[src/rtl/ck_mux_pkg.sv]
// Shared types and constants for the clock-mux sequencer and its heartbeat monitors.
package ck_mux_pkg;

    // Sequencer states: power-up hold, waiting for requests, tree held before the
    // select flips, waiting for the new clock to settle, and falling back to the
    // previous clock.
    typedef enum logic [2:0] {
        INIT,
        IDLE,
        QUIESCE,
        SETTLE,
        REVERT
    } ck_state_e;

    // BUFGMUX select encodings.
    localparam logic CK_SEL_100M = 1'b0;
    localparam logic CK_SEL_125M = 1'b1;

    // Larger of two integers; sizes the shared down-counter.
    function automatic int maxOf(input int a, input int b);
        return (a > b) ? a : b;
    endfunction

endpackage

[src/rtl/ck_mux_ctrl_hb_mon.sv]
// Heartbeat monitor for one source clock: resynchronises the asynchronous toggle,
// detects its edges and declares the clock dead after HB_TIMEOUT quiet cycles.
module ck_hb_mon #(
    parameter int HB_TIMEOUT = 256
) (
    input  logic clk_i,
    input  logic reset_n_i,
    input  logic hb_tog_i,
    output logic alive_o
);

    localparam int WW = $clog2(HB_TIMEOUT + 1);
    localparam logic [WW-1:0] WD_MAX = WW'(HB_TIMEOUT);

    logic          sync1_q;
    logic          sync2_q;
    logic          sync3_q;
    logic          hbEdge;
    logic [WW-1:0] wd_q;
    logic [WW-1:0] wd_d;
    logic          alive_q;

    assign hbEdge  = sync2_q ^ sync3_q;
    assign alive_o = alive_q;

    // Watchdog next value: clear on a heartbeat edge, otherwise count up and stick at the limit.
    always_comb begin
        wd_d = wd_q;
        if (hbEdge) begin
            wd_d = '0;
        end else if (wd_q != WD_MAX) begin
            wd_d = wd_q + WW'(1);
        end
    end

    // Synchroniser chain, edge-history flop, watchdog and the registered alive flag.
    always_ff @(posedge clk_i) begin
        if (!reset_n_i) begin
            sync1_q <= 1'b0;
            sync2_q <= 1'b0;
            sync3_q <= 1'b0;
            wd_q    <= WD_MAX;
            alive_q <= 1'b0;
        end else begin
            sync1_q <= hb_tog_i;
            sync2_q <= sync1_q;
            sync3_q <= sync2_q;
            wd_q    <= wd_d;
            alive_q <= (wd_d < WD_MAX);
        end
    end

endmodule

[src/rtl/ck_mux_ctrl.sv]
// Sequencer for the glitch-free clock mux: takes switch requests, holds the muxed
// tree in reset around the select change, and falls back if the new clock is dead.
module ck_mux_ctrl
    import ck_mux_pkg::*;
#(
    parameter int QUIESCE_CYC = 16,
    parameter int SETTLE_CYC  = 64,
    parameter int HB_TIMEOUT  = 256
) (
    input  logic       clk_100m,
    input  logic       reset_n,
    input  logic       req_valid,
    input  logic       req_sel,
    output logic       req_ready,
    input  logic       hb_100m_tog,
    input  logic       hb_125m_tog,
    output logic       ck_sel,
    output logic       tree_rst_n,
    output logic       busy,
    output logic       done_pulse,
    output logic       err_pulse,
    output logic [1:0] ck_alive
);

    localparam int CNT_MAX = maxOf(QUIESCE_CYC, SETTLE_CYC);
    localparam int CW      = $clog2(CNT_MAX + 1);

    // The post-reset hold loads the full settle count so the tree is released one
    // cycle later than a plain SETTLE_CYC-1 countdown would give.
    localparam logic [CW-1:0] INIT_LOAD    = CW'(SETTLE_CYC);
    localparam logic [CW-1:0] QUIESCE_LOAD = CW'(QUIESCE_CYC - 1);
    localparam logic [CW-1:0] SETTLE_LOAD  = CW'(SETTLE_CYC - 1);

    ck_state_e     state_q;
    logic [CW-1:0] cnt_q;
    logic          tgt_q;
    logic          prev_q;
    logic          ckSel_q;
    logic          treeRstN_q;
    logic          reqReady_q;
    logic          busy_q;
    logic          done_q;
    logic          err_q;
    logic [1:0]    aliveVec;

    ck_hb_mon #(
        .HB_TIMEOUT (HB_TIMEOUT)
    ) u_hb_100m (
        .clk_i     (clk_100m),
        .reset_n_i (reset_n),
        .hb_tog_i  (hb_100m_tog),
        .alive_o   (aliveVec[0])
    );

    ck_hb_mon #(
        .HB_TIMEOUT (HB_TIMEOUT)
    ) u_hb_125m (
        .clk_i     (clk_100m),
        .reset_n_i (reset_n),
        .hb_tog_i  (hb_125m_tog),
        .alive_o   (aliveVec[1])
    );

    assign req_ready  = reqReady_q;
    assign ck_sel     = ckSel_q;
    assign tree_rst_n = treeRstN_q;
    assign busy       = busy_q;
    assign done_pulse = done_q;
    assign err_pulse  = err_q;
    assign ck_alive   = aliveVec;

    // Switch sequencer with the shared down-counter and all handshake/mux outputs registered.
    always_ff @(posedge clk_100m) begin
        if (!reset_n) begin
            state_q    <= INIT;
            cnt_q      <= INIT_LOAD;
            tgt_q      <= CK_SEL_100M;
            prev_q     <= CK_SEL_100M;
            ckSel_q    <= CK_SEL_100M;
            treeRstN_q <= 1'b0;
            reqReady_q <= 1'b0;
            busy_q     <= 1'b1;
            done_q     <= 1'b0;
            err_q      <= 1'b0;
        end else begin
            done_q <= 1'b0;
            err_q  <= 1'b0;
            case (state_q)
                INIT: begin
                    if (cnt_q == '0) begin
                        state_q    <= IDLE;
                        treeRstN_q <= 1'b1;
                        reqReady_q <= 1'b1;
                        busy_q     <= 1'b0;
                    end else begin
                        cnt_q <= cnt_q - CW'(1);
                    end
                end
                IDLE: begin
                    if (req_valid && reqReady_q) begin
                        tgt_q  <= req_sel;
                        prev_q <= ckSel_q;
                        if (req_sel == ckSel_q) begin
                            done_q <= 1'b1;
                        end else if (!aliveVec[req_sel]) begin
                            err_q <= 1'b1;
                        end else begin
                            state_q    <= QUIESCE;
                            cnt_q      <= QUIESCE_LOAD;
                            treeRstN_q <= 1'b0;
                            reqReady_q <= 1'b0;
                            busy_q     <= 1'b1;
                        end
                    end
                end
                QUIESCE: begin
                    if (cnt_q == '0) begin
                        state_q <= SETTLE;
                        cnt_q   <= SETTLE_LOAD;
                        ckSel_q <= tgt_q;
                    end else begin
                        cnt_q <= cnt_q - CW'(1);
                    end
                end
                SETTLE: begin
                    if (cnt_q == '0) begin
                        if (aliveVec[tgt_q]) begin
                            state_q    <= IDLE;
                            treeRstN_q <= 1'b1;
                            reqReady_q <= 1'b1;
                            busy_q     <= 1'b0;
                            done_q     <= 1'b1;
                        end else begin
                            state_q <= REVERT;
                            cnt_q   <= SETTLE_LOAD;
                            ckSel_q <= prev_q;
                        end
                    end else begin
                        cnt_q <= cnt_q - CW'(1);
                    end
                end
                REVERT: begin
                    if (cnt_q == '0) begin
                        state_q    <= IDLE;
                        treeRstN_q <= 1'b1;
                        reqReady_q <= 1'b1;
                        busy_q     <= 1'b0;
                        err_q      <= 1'b1;
                    end else begin
                        cnt_q <= cnt_q - CW'(1);
                    end
                end
                default: begin
                    state_q    <= INIT;
                    cnt_q      <= INIT_LOAD;
                    ckSel_q    <= CK_SEL_100M;
                    treeRstN_q <= 1'b0;
                    reqReady_q <= 1'b0;
                    busy_q     <= 1'b1;
                end
            endcase
        end
    end

endmodule

[config.mk]
export PLATFORM = sky130hd
export DESIGN_NAME = ck_mux_ctrl
export DESIGN_NICKNAME = d
export VERILOG_FILES = /design/src/rtl/ck_mux_pkg.sv /design/src/rtl/ck_mux_ctrl_hb_mon.sv /design/src/rtl/ck_mux_ctrl.sv
export SDC_FILE = /design/constraint.sdc
export NUM_CORES = 1
export LEC_CHECK = 0
export CELL_PAD_IN_SITES_DETAIL_PLACEMENT = 0
export CELL_PAD_IN_SITES_GLOBAL_PLACEMENT = 1
export CORE_MARGIN = 3
export CORE_UTILIZATION = 44
export DETAILED_ROUTE_END_ITERATION = 6
export PLACE_DENSITY = 0.85
export SLEW_MARGIN = 20
export SYNTH_ARGS = -nofsm -noshare
export SYNTH_HDL_FRONTEND = slang
export SYNTH_SLANG_ARGS = --single-unit
[constraint.sdc]
create_clock -name clk_100m -period 2.1 [get_ports clk_100m]
set_input_delay 0.315 -clock clk_100m [delete_from_list [all_inputs] [get_ports clk_100m]]
set_output_delay 0.315 -clock clk_100m [all_outputs]
set_load 0.02 [all_outputs]
==> results of run 1 <==
## per-layer routing
layer / global-route usage (%) / routed length [microns] / vias up
met5: 0 / 0 / -
met3: 4.02 / 165 / 8
met4: 6.16 / 75 / 0
li1: - / - / 907
met1: 19.0 / 2020 / 794
met2: 24.7 / 1870 / 26
## kinds of logic after synthesis
| family | count (synthesis) | synth area share (%) |
|---|---|---|
| and+or+nand+nor | 103 | 23.8 |
| AOI/OAI and AO/OA | 46 | 15.0 |
| DFF | 43 | 39.7 |
| buffers and inverters | 25 | 5.59 |
| xor gates and xnor gates | 20 | 8.07 |
| muxes | 9 | 4.38 |
| adders and majority gates | 6 | 3.46 |
## how the worst min path moves through the flow
stage	from	endpoint	slack, ns	cells after the start
2_1_floorplan	u_hb_100m.sync1_q	u_hb_100m.sync2_q	0.41	1
3_3_place_gp	u_hb_125m.sync1_q	u_hb_125m.sync2_q	0.42	1
3_5_place_dp	u_hb_100m.sync1_q	u_hb_100m.sync2_q	0.43	1
4_1_cts	u_hb_100m.sync1_q	u_hb_100m.sync2_q	0.45	1
5_1_grt	u_hb_100m.sync1_q	u_hb_100m.sync2_q	0.47	1
6_report	u_hb_100m.sync1_q	u_hb_100m.sync2_q	0.45	1
## area by class of cell
| type | count | area, sq um |
|---|---|---|
| Timing Repair Buffer | 29 | 250 |
| Clock inverter | 3 | 20.0 |
| Multi-Input combinational cell | 184 | 1190 |
| Clock buffer | 5 | 68.8 |
| Fill cell | 457 | 2040 |
| Inverter | 13 | 48.8 |
| Tap cell | 65 | 81.3 |
| Sequential cell | 43 | 861 |
## worst register-to-register path, delay by kind of cell, from the launching register on
kind                       cells  cell delay [ns]
and+or+nand+nor                3             0.76
AOI/OAI and AO/OA              2             0.36
DFF                            1             0.34
buffers and inverters          2             0.24
adders and majority gates      1             0.17
## Yosys cell counts, types with 2 or more instances
cell type  instances  area share (%)
and3_1             3            0.87
nor3_1             5             1.2
xor2_1            11             4.4
o21a_1             2            0.69
inv_1             13             2.2
buf_4              3             1.0
buf_6              2             1.0
mux2i_1            5             2.3
nand3_1           14             3.2
nor4_1             2            0.58
dfxtp_1           43              40
xnor2_1            9             3.6
ha_1               6             3.5
and2_1             8             2.3
clkbuf_1           6             1.0
nor2_1            32             5.5
mux2_2             4             2.1
a31oi_1            2            0.58
nor2b_1            7             2.0
nand2b_1           4             1.2
o311a_1            2            0.92
o31ai_1            3             1.0
nand4_1            2            0.58
nor3b_1            3             1.0
nand2_1           17             2.9
a21boi_0           2            0.69
o21ai_0            8             1.8
a21oi_1           12             2.8
## power groups by stage
| stage | clock, mW | sequential, mW | combinational [mW] |
|---|---|---|---|
| after floorplan | 0 | 1.06 | 0.776 |
| after global placement | 0 | 1.06 | 1.01 |
| after detailed placement | 0 | 1.06 | 1.03 |
| after CTS | 0.550 | 1.04 | 1.04 |
| after global routing | 0.586 | 1.07 | 1.19 |
| final | 0.532 | 1.04 | 1.06 |
## registers in the layout (all words and copies together), names as in the netlist
signal and count:
u_hb_125m.sync3_q 1, prev_q 1, err_pulse 1, u_hb_100m.sync1_q 1
u_hb_125m.sync2_q 1, u_hb_100m.alive_o 1, busy 1, u_hb_100m.wd_q 9
u_hb_100m.sync3_q 1, u_hb_125m.alive_o 1, ck_sel 1, u_hb_125m.sync1_q 1
u_hb_100m.sync2_q 1, tgt_q 1, state_q 3, req_ready 1
u_hb_125m.wd_q 9, cnt_q 7, done_pulse 1
## per-stage QoR
step / total power, mW / instance area [sq um] / setup slack, ns / instances
CTS: 2.63 / 2500 / 0.0883 / 340
floorplan: 1.84 / 2170 / 0.209 / 252
global route: 2.84 / 2520 / 0.00815 / 342
detailed placement: 2.09 / 2410 / 0.0445 / 332
finish: 2.64 / 2520 / 0.155 / 342
global placement: 2.08 / 2410 / 0.0930 / 332
## what timing repair did
item,CTS,global route
resized for setup,0,1
endpoints found under the setup margin,0,5
buffers inserted,0,2
## cells in the final DEF (no fill, tap or decap), types with 7 or more instances in the layout
master / instances
inv_1: 13
a21oi_1: 12
buf_4: 16
nand3_1: 14
and2_1: 8
clkdlybuf4s50_1: 13
nor2_1: 32
xor2_1: 11
xnor2_1: 9
dfxtp_1: 43
nor2b_1: 7
nand2_1: 17
o21ai_0: 8
==> results.cfg, run 1 <==
[power_and_ir_drop]
pwr-share-seq_pct = 39.5
power_leakage_nw = 0.943
power_density_mw_per_mm2 = 1050
netSwitchingFraction_pct = 36.4
combPwrFrac_pct = 40.3
ir_worst_vdd_uv = 456
switchingPower_mw = 0.961
p_int_mw = 1.68
clkPwrFrac_pct = 20.2

[worst_setup_path]
worstSetupEndpointType = register
crit_required_ns = 2.31
reg2regPathDepth = 8
cp_slowest_cell = or3b_4
critPathMaxStageDelay_ns = 0.42
r2r-end = cnt_q[1]
reg2reg_slack_ns = 0.16
cp_top_family = simple AND/OR/NAND/NOR gates
worstSetupPathType = reg -> reg
worstReg2RegStart = cnt_q[1]
critPathArrivalTime_ns = 2.16
critPathLaunch = cnt_q[1]
crit_fanout = 6
cp-endpoint = cnt_q[1]
startpoint_type = register
crit_buf_inv = 2
path_depth = 8
cp_cell_sequence = inv_1 > ha_1 > or3b_4 > or2_4 > buf_4 > a21oi_1 > nor2b_1 > o31ai_1

[synth]
ys.flop_type = dfxtp_1
synth_area_sq_mm = 0.00217
ys_seq_area_share_pct = 39.7
synthesis.nets = 264
synth-edff-count = 0
syn_avg_cell_area_sq_um = 8.61
ys_types = 50
yosys_register_bits = 43
yosysWarnings = 0
async_reset_ff_share_pct = 0
synthCells = 252

[routing]
dr.pass1.iters = 4
vias = 1735
wire_per_inst_microns = 12.1
vias_per_cell = 5.07
drc = 0
wl_mm = 4.13
dr.first_iter.drc_count = 95
ant_nets = 0

[floorplanning]
dieArea_sq_mm = 0.00581
floorplan.initialDensity_pct = 47.5
io_pins = 14
fp.dieH_microns = 76.2
rows = 24
core_sq_mm = 0.00456
fp.dieW_microns = 76.2

[sta]
hold_violations = 0
max_slew_margin_pct = 66.7
slew_violations = 0
clock_skew_ns = 0.00919
rsz0062_at_grt = false
finalCriticalPeriod_ns = 1.94
tns_ns = 0
max_freq_mhz = 514
setup_viol = 0
worstMarginPinSlew_ns = 0.495
whs_ns = 0.446
timing.final.crit_share_pct = 92.6

[layout]
syn_to_final_growth_pct = 16.1
diodes = 0
drive_above_1_share_pct = 13.0
nets = 288
fin_util_pct = 55.2

[clock_tree]
clock-root-buffer = clkbuf_8
cts.reportedPaths.clkPinSlew_ns = 0.08
clk_latency_ns = 0.30
htreeDepth = 2
cts_buffers = 5
cts.sinks = 43
cts_tree = built
cts_hold_buf = 0
clock_path_buffers = 2

[worst_hold_path]
hold_path_class = reg -> reg

[place]
dp_hpwl_mm = 3.04
place.gp.congestion = 0.790
port_buffers = 13

[global_routing]
grt_overflow = 0
grt_max_degree = 19
grt_pass1_wl_mm = 7.31
grt_pass1_vias = 1667
antenna_found_initial = 0
grtUsageTotal_pct = 15.2

[run_status]
status = completed

[run]
drv_cap = 0
Note: power is estimated with default switching activity, not from simulation.
==> run 2: changes to the inputs <==
--- a/config.mk
+++ b/config.mk
@@ -5,6 +5,7 @@
 export SDC_FILE = /design/constraint.sdc
 export NUM_CORES = 1
 export LEC_CHECK = 0
+export ABC_CLOCK_PERIOD_IN_PS = 1800
 export CELL_PAD_IN_SITES_DETAIL_PLACEMENT = 0
 export CELL_PAD_IN_SITES_GLOBAL_PLACEMENT = 1
 export CORE_MARGIN = 3
==> constraint.sdc (replaced) <==
create_clock -name clk_100m -period 1.8 [get_ports clk_100m]
set_input_delay 0.27 -clock clk_100m [delete_from_list [all_inputs] [get_ports clk_100m]]
set_output_delay 0.27 -clock clk_100m [all_outputs]
set_load 0.02 [all_outputs]
==> run 2 against run 1 <==
Compared with the run above: the flow now finishes with violations (negative setup slack); combinational power grew 47%; clock-buffer cell count grew 1; largest power group unchanged; critical endpoint is now cnt_q[4]; sequential power grew 17%; global-route usage grew 0.11 points; final cell count grew 4.4%; clock skew shrank 0.0012 ns; largest cell class unchanged; critical path depth is the same; clock power grew 12%; maximum frequency grew 3.0%; via count grew 2.9%.
==> results.cfg, run 2 (synthesis results as in run 1) <==
[worst_setup_path]
crit_fanout = 6
worstSetupEndpointType = register
cp_slowest_cell = or3b_4
cp_cell_sequence = inv_2 > ha_4 > or3b_4 > or2_4 > o21ai_4 > buf_6 > nand2b_4 > o311a_1
startpoint_type = register
worstSetupPathType = reg -> reg
reg2reg_slack_ns = -0.09
crit_buf_inv = 2
critPathArrivalTime_ns = 2.07
critPathMaxStageDelay_ns = 0.41
cp_top_family = simple AND/OR/NAND/NOR gates
crit_required_ns = 1.99

[layout]
layout_common_cells = dfxtp_1, nor2_1, buf_4
final-seq-area_sq_um = 863
drive_above_1_share_pct = 21.9
num-fill-cells = 411
layout_commonest_cell = dfxtp_1
postLayoutCellArea_sq_mm = 0.00270
nets = 303
top_regs = u_hb_100m.wd_q (9), u_hb_125m.wd_q (9), cnt_q (7)
diodes = 0
fin_util_pct = 59.2
multi_input_area_sq_mm = 0.00125
syn_to_final_growth_pct = 24.6

[power_and_ir_drop]
power_leakage_nw = 1.04
ir_worst_vdd_uv = 685
power_density_mw_per_mm2 = 1250
total_power_mw = 3.38

[routing]
vias = 1785
drc = 0
ant_nets = 0
wire_per_inst_microns = 12.0
dr.pass1.iters = 4
wl_mm = 4.28
vias_per_cell = 5.00
dr.first_iter.drc_count = 67

[global_routing]
antenna_found_initial = 0
grt_pass1_wl_mm = 7.45
grt_max_degree = 28
grt_pass1_vias = 1684
grtUsageTotal_pct = 15.3
grt_overflow = 0

[clock_tree]
cts_tree = built
clock-root-buffer = clkbuf_8
htreeDepth = 2
clk_latency_ns = 0.29
cts_hold_buf = 0
cts.sinks = 43
cts_buffers = 5
cts.reportedPaths.clkPinSlew_ns = 0.08
clock_path_buffers = 2

[sta]
layout_setup_ws_ns = -0.0876
timing.final.crit_share_pct = 105
max_freq_mhz = 530
setup_viol = 9
hold_violations = 0
max_slew_margin_pct = 64.1
worstMarginPinSlew_ns = 0.535
clock_skew_ns = 0.00795
rsz0062_at_grt = true
finalCriticalPeriod_ns = 1.89
slew_violations = 0

[floorplanning]
fp.dieH_microns = 76.2
core_sq_mm = 0.00456
dieArea_sq_mm = 0.00581
floorplan.initialDensity_pct = 47.5
fp.dieW_microns = 76.2
io_pins = 14
rows = 24

[place]
dp_hpwl_mm = 3.05
dpl-instance-area_sq_mm = 0.00251
port_buffers = 13
place.gp.congestion = 0.805

[run]
drv_cap = 0

[worst_hold_path]
hold_path_class = reg -> reg

[run_status]
status = finished, violations left
violations = negative setup slack
run 2: changes by cell type in the layout (fill, tap and decap cells not counted), sizes merged:
cell / previous run / this run
buf: 16 / 31
clkinvlp: 2 / 1
clkbuf: 5 / 6
run 2: cell type report:
cell class | instances | area share (%)
flip-flops and latches | 43 | 31.9
repair buffers | 44 | 13.7
inverters | 13 | 1.80
well taps | 65 | 3.01
multi-input cells | 184 | 46.4
clock inverters | 2 | 0.463
clock buffers | 6 | 2.68
run 2: worst reg2reg max path: cells and delay by family (launching register included):
family	cells	cell delay [ns]
simple gates	3	0.74
flops	1	0.33
compound gates	2	0.33
buf+inv	2	0.24
fa+ha+maj	1	0.13
run 2: stage by stage:
stage | instances | hold slack, ns | TNS (ns) | setup slack [ns]
finish | 357 | 0.438 | -0.356 | -0.0876
CTS | 354 | 0.438 | -0.154 | -0.0394
floorplan | 252 | 0.397 | -0.0119 | -0.0119
global placement | 343 | 0.422 | -0.744 | -0.123
global route | 357 | 0.480 | -1.04 | -0.151
detailed placement | 343 | 0.418 | -0.898 | -0.157
run 2: power breakdown:
| group | total (mW) | switching [mW] | internal (mW) | leakage (nW) |
|---|---|---|---|---|
| registers | 1.22 | 0.124 | 1.09 | 0.351 |
| clock network | 0.596 | 0.325 | 0.271 | 0.0412 |
| logic | 1.56 | 0.758 | 0.806 | 0.652 |
run 2: per-layer routing:
metal	GRT usage [%]	part of all wire [%]	wire (microns)	up-vias
met2	23.7	46	1970	26
met1	20.7	49	2080	820
li1	-	-	-	934
met3	3.31	3.9	165	5
met4	5.80	1.3	55	0
met5	0	0	0	-
run 2: timing repair:
| item | in CTS | in global routing |
|---|---|---|
| endpoints found under the setup margin | 7 | 13 |
| buffers inserted | 3 | 3 |
| resized for setup | 8 | 8 |
| pin swaps | 3 | 14 |
run 2: path summary, 6_finish.rpt:
kind / end / cells after the start / from
setup reg to reg: cnt_q[4] / 8 / cnt_q[0]
hold / removal: u_hb_100m.sync2_q / 1 / u_hb_100m.sync1_q
setup / recovery: cnt_q[4] / 8 / cnt_q[0]
hold reg to reg: u_hb_100m.sync2_q / 1 / u_hb_100m.sync1_q
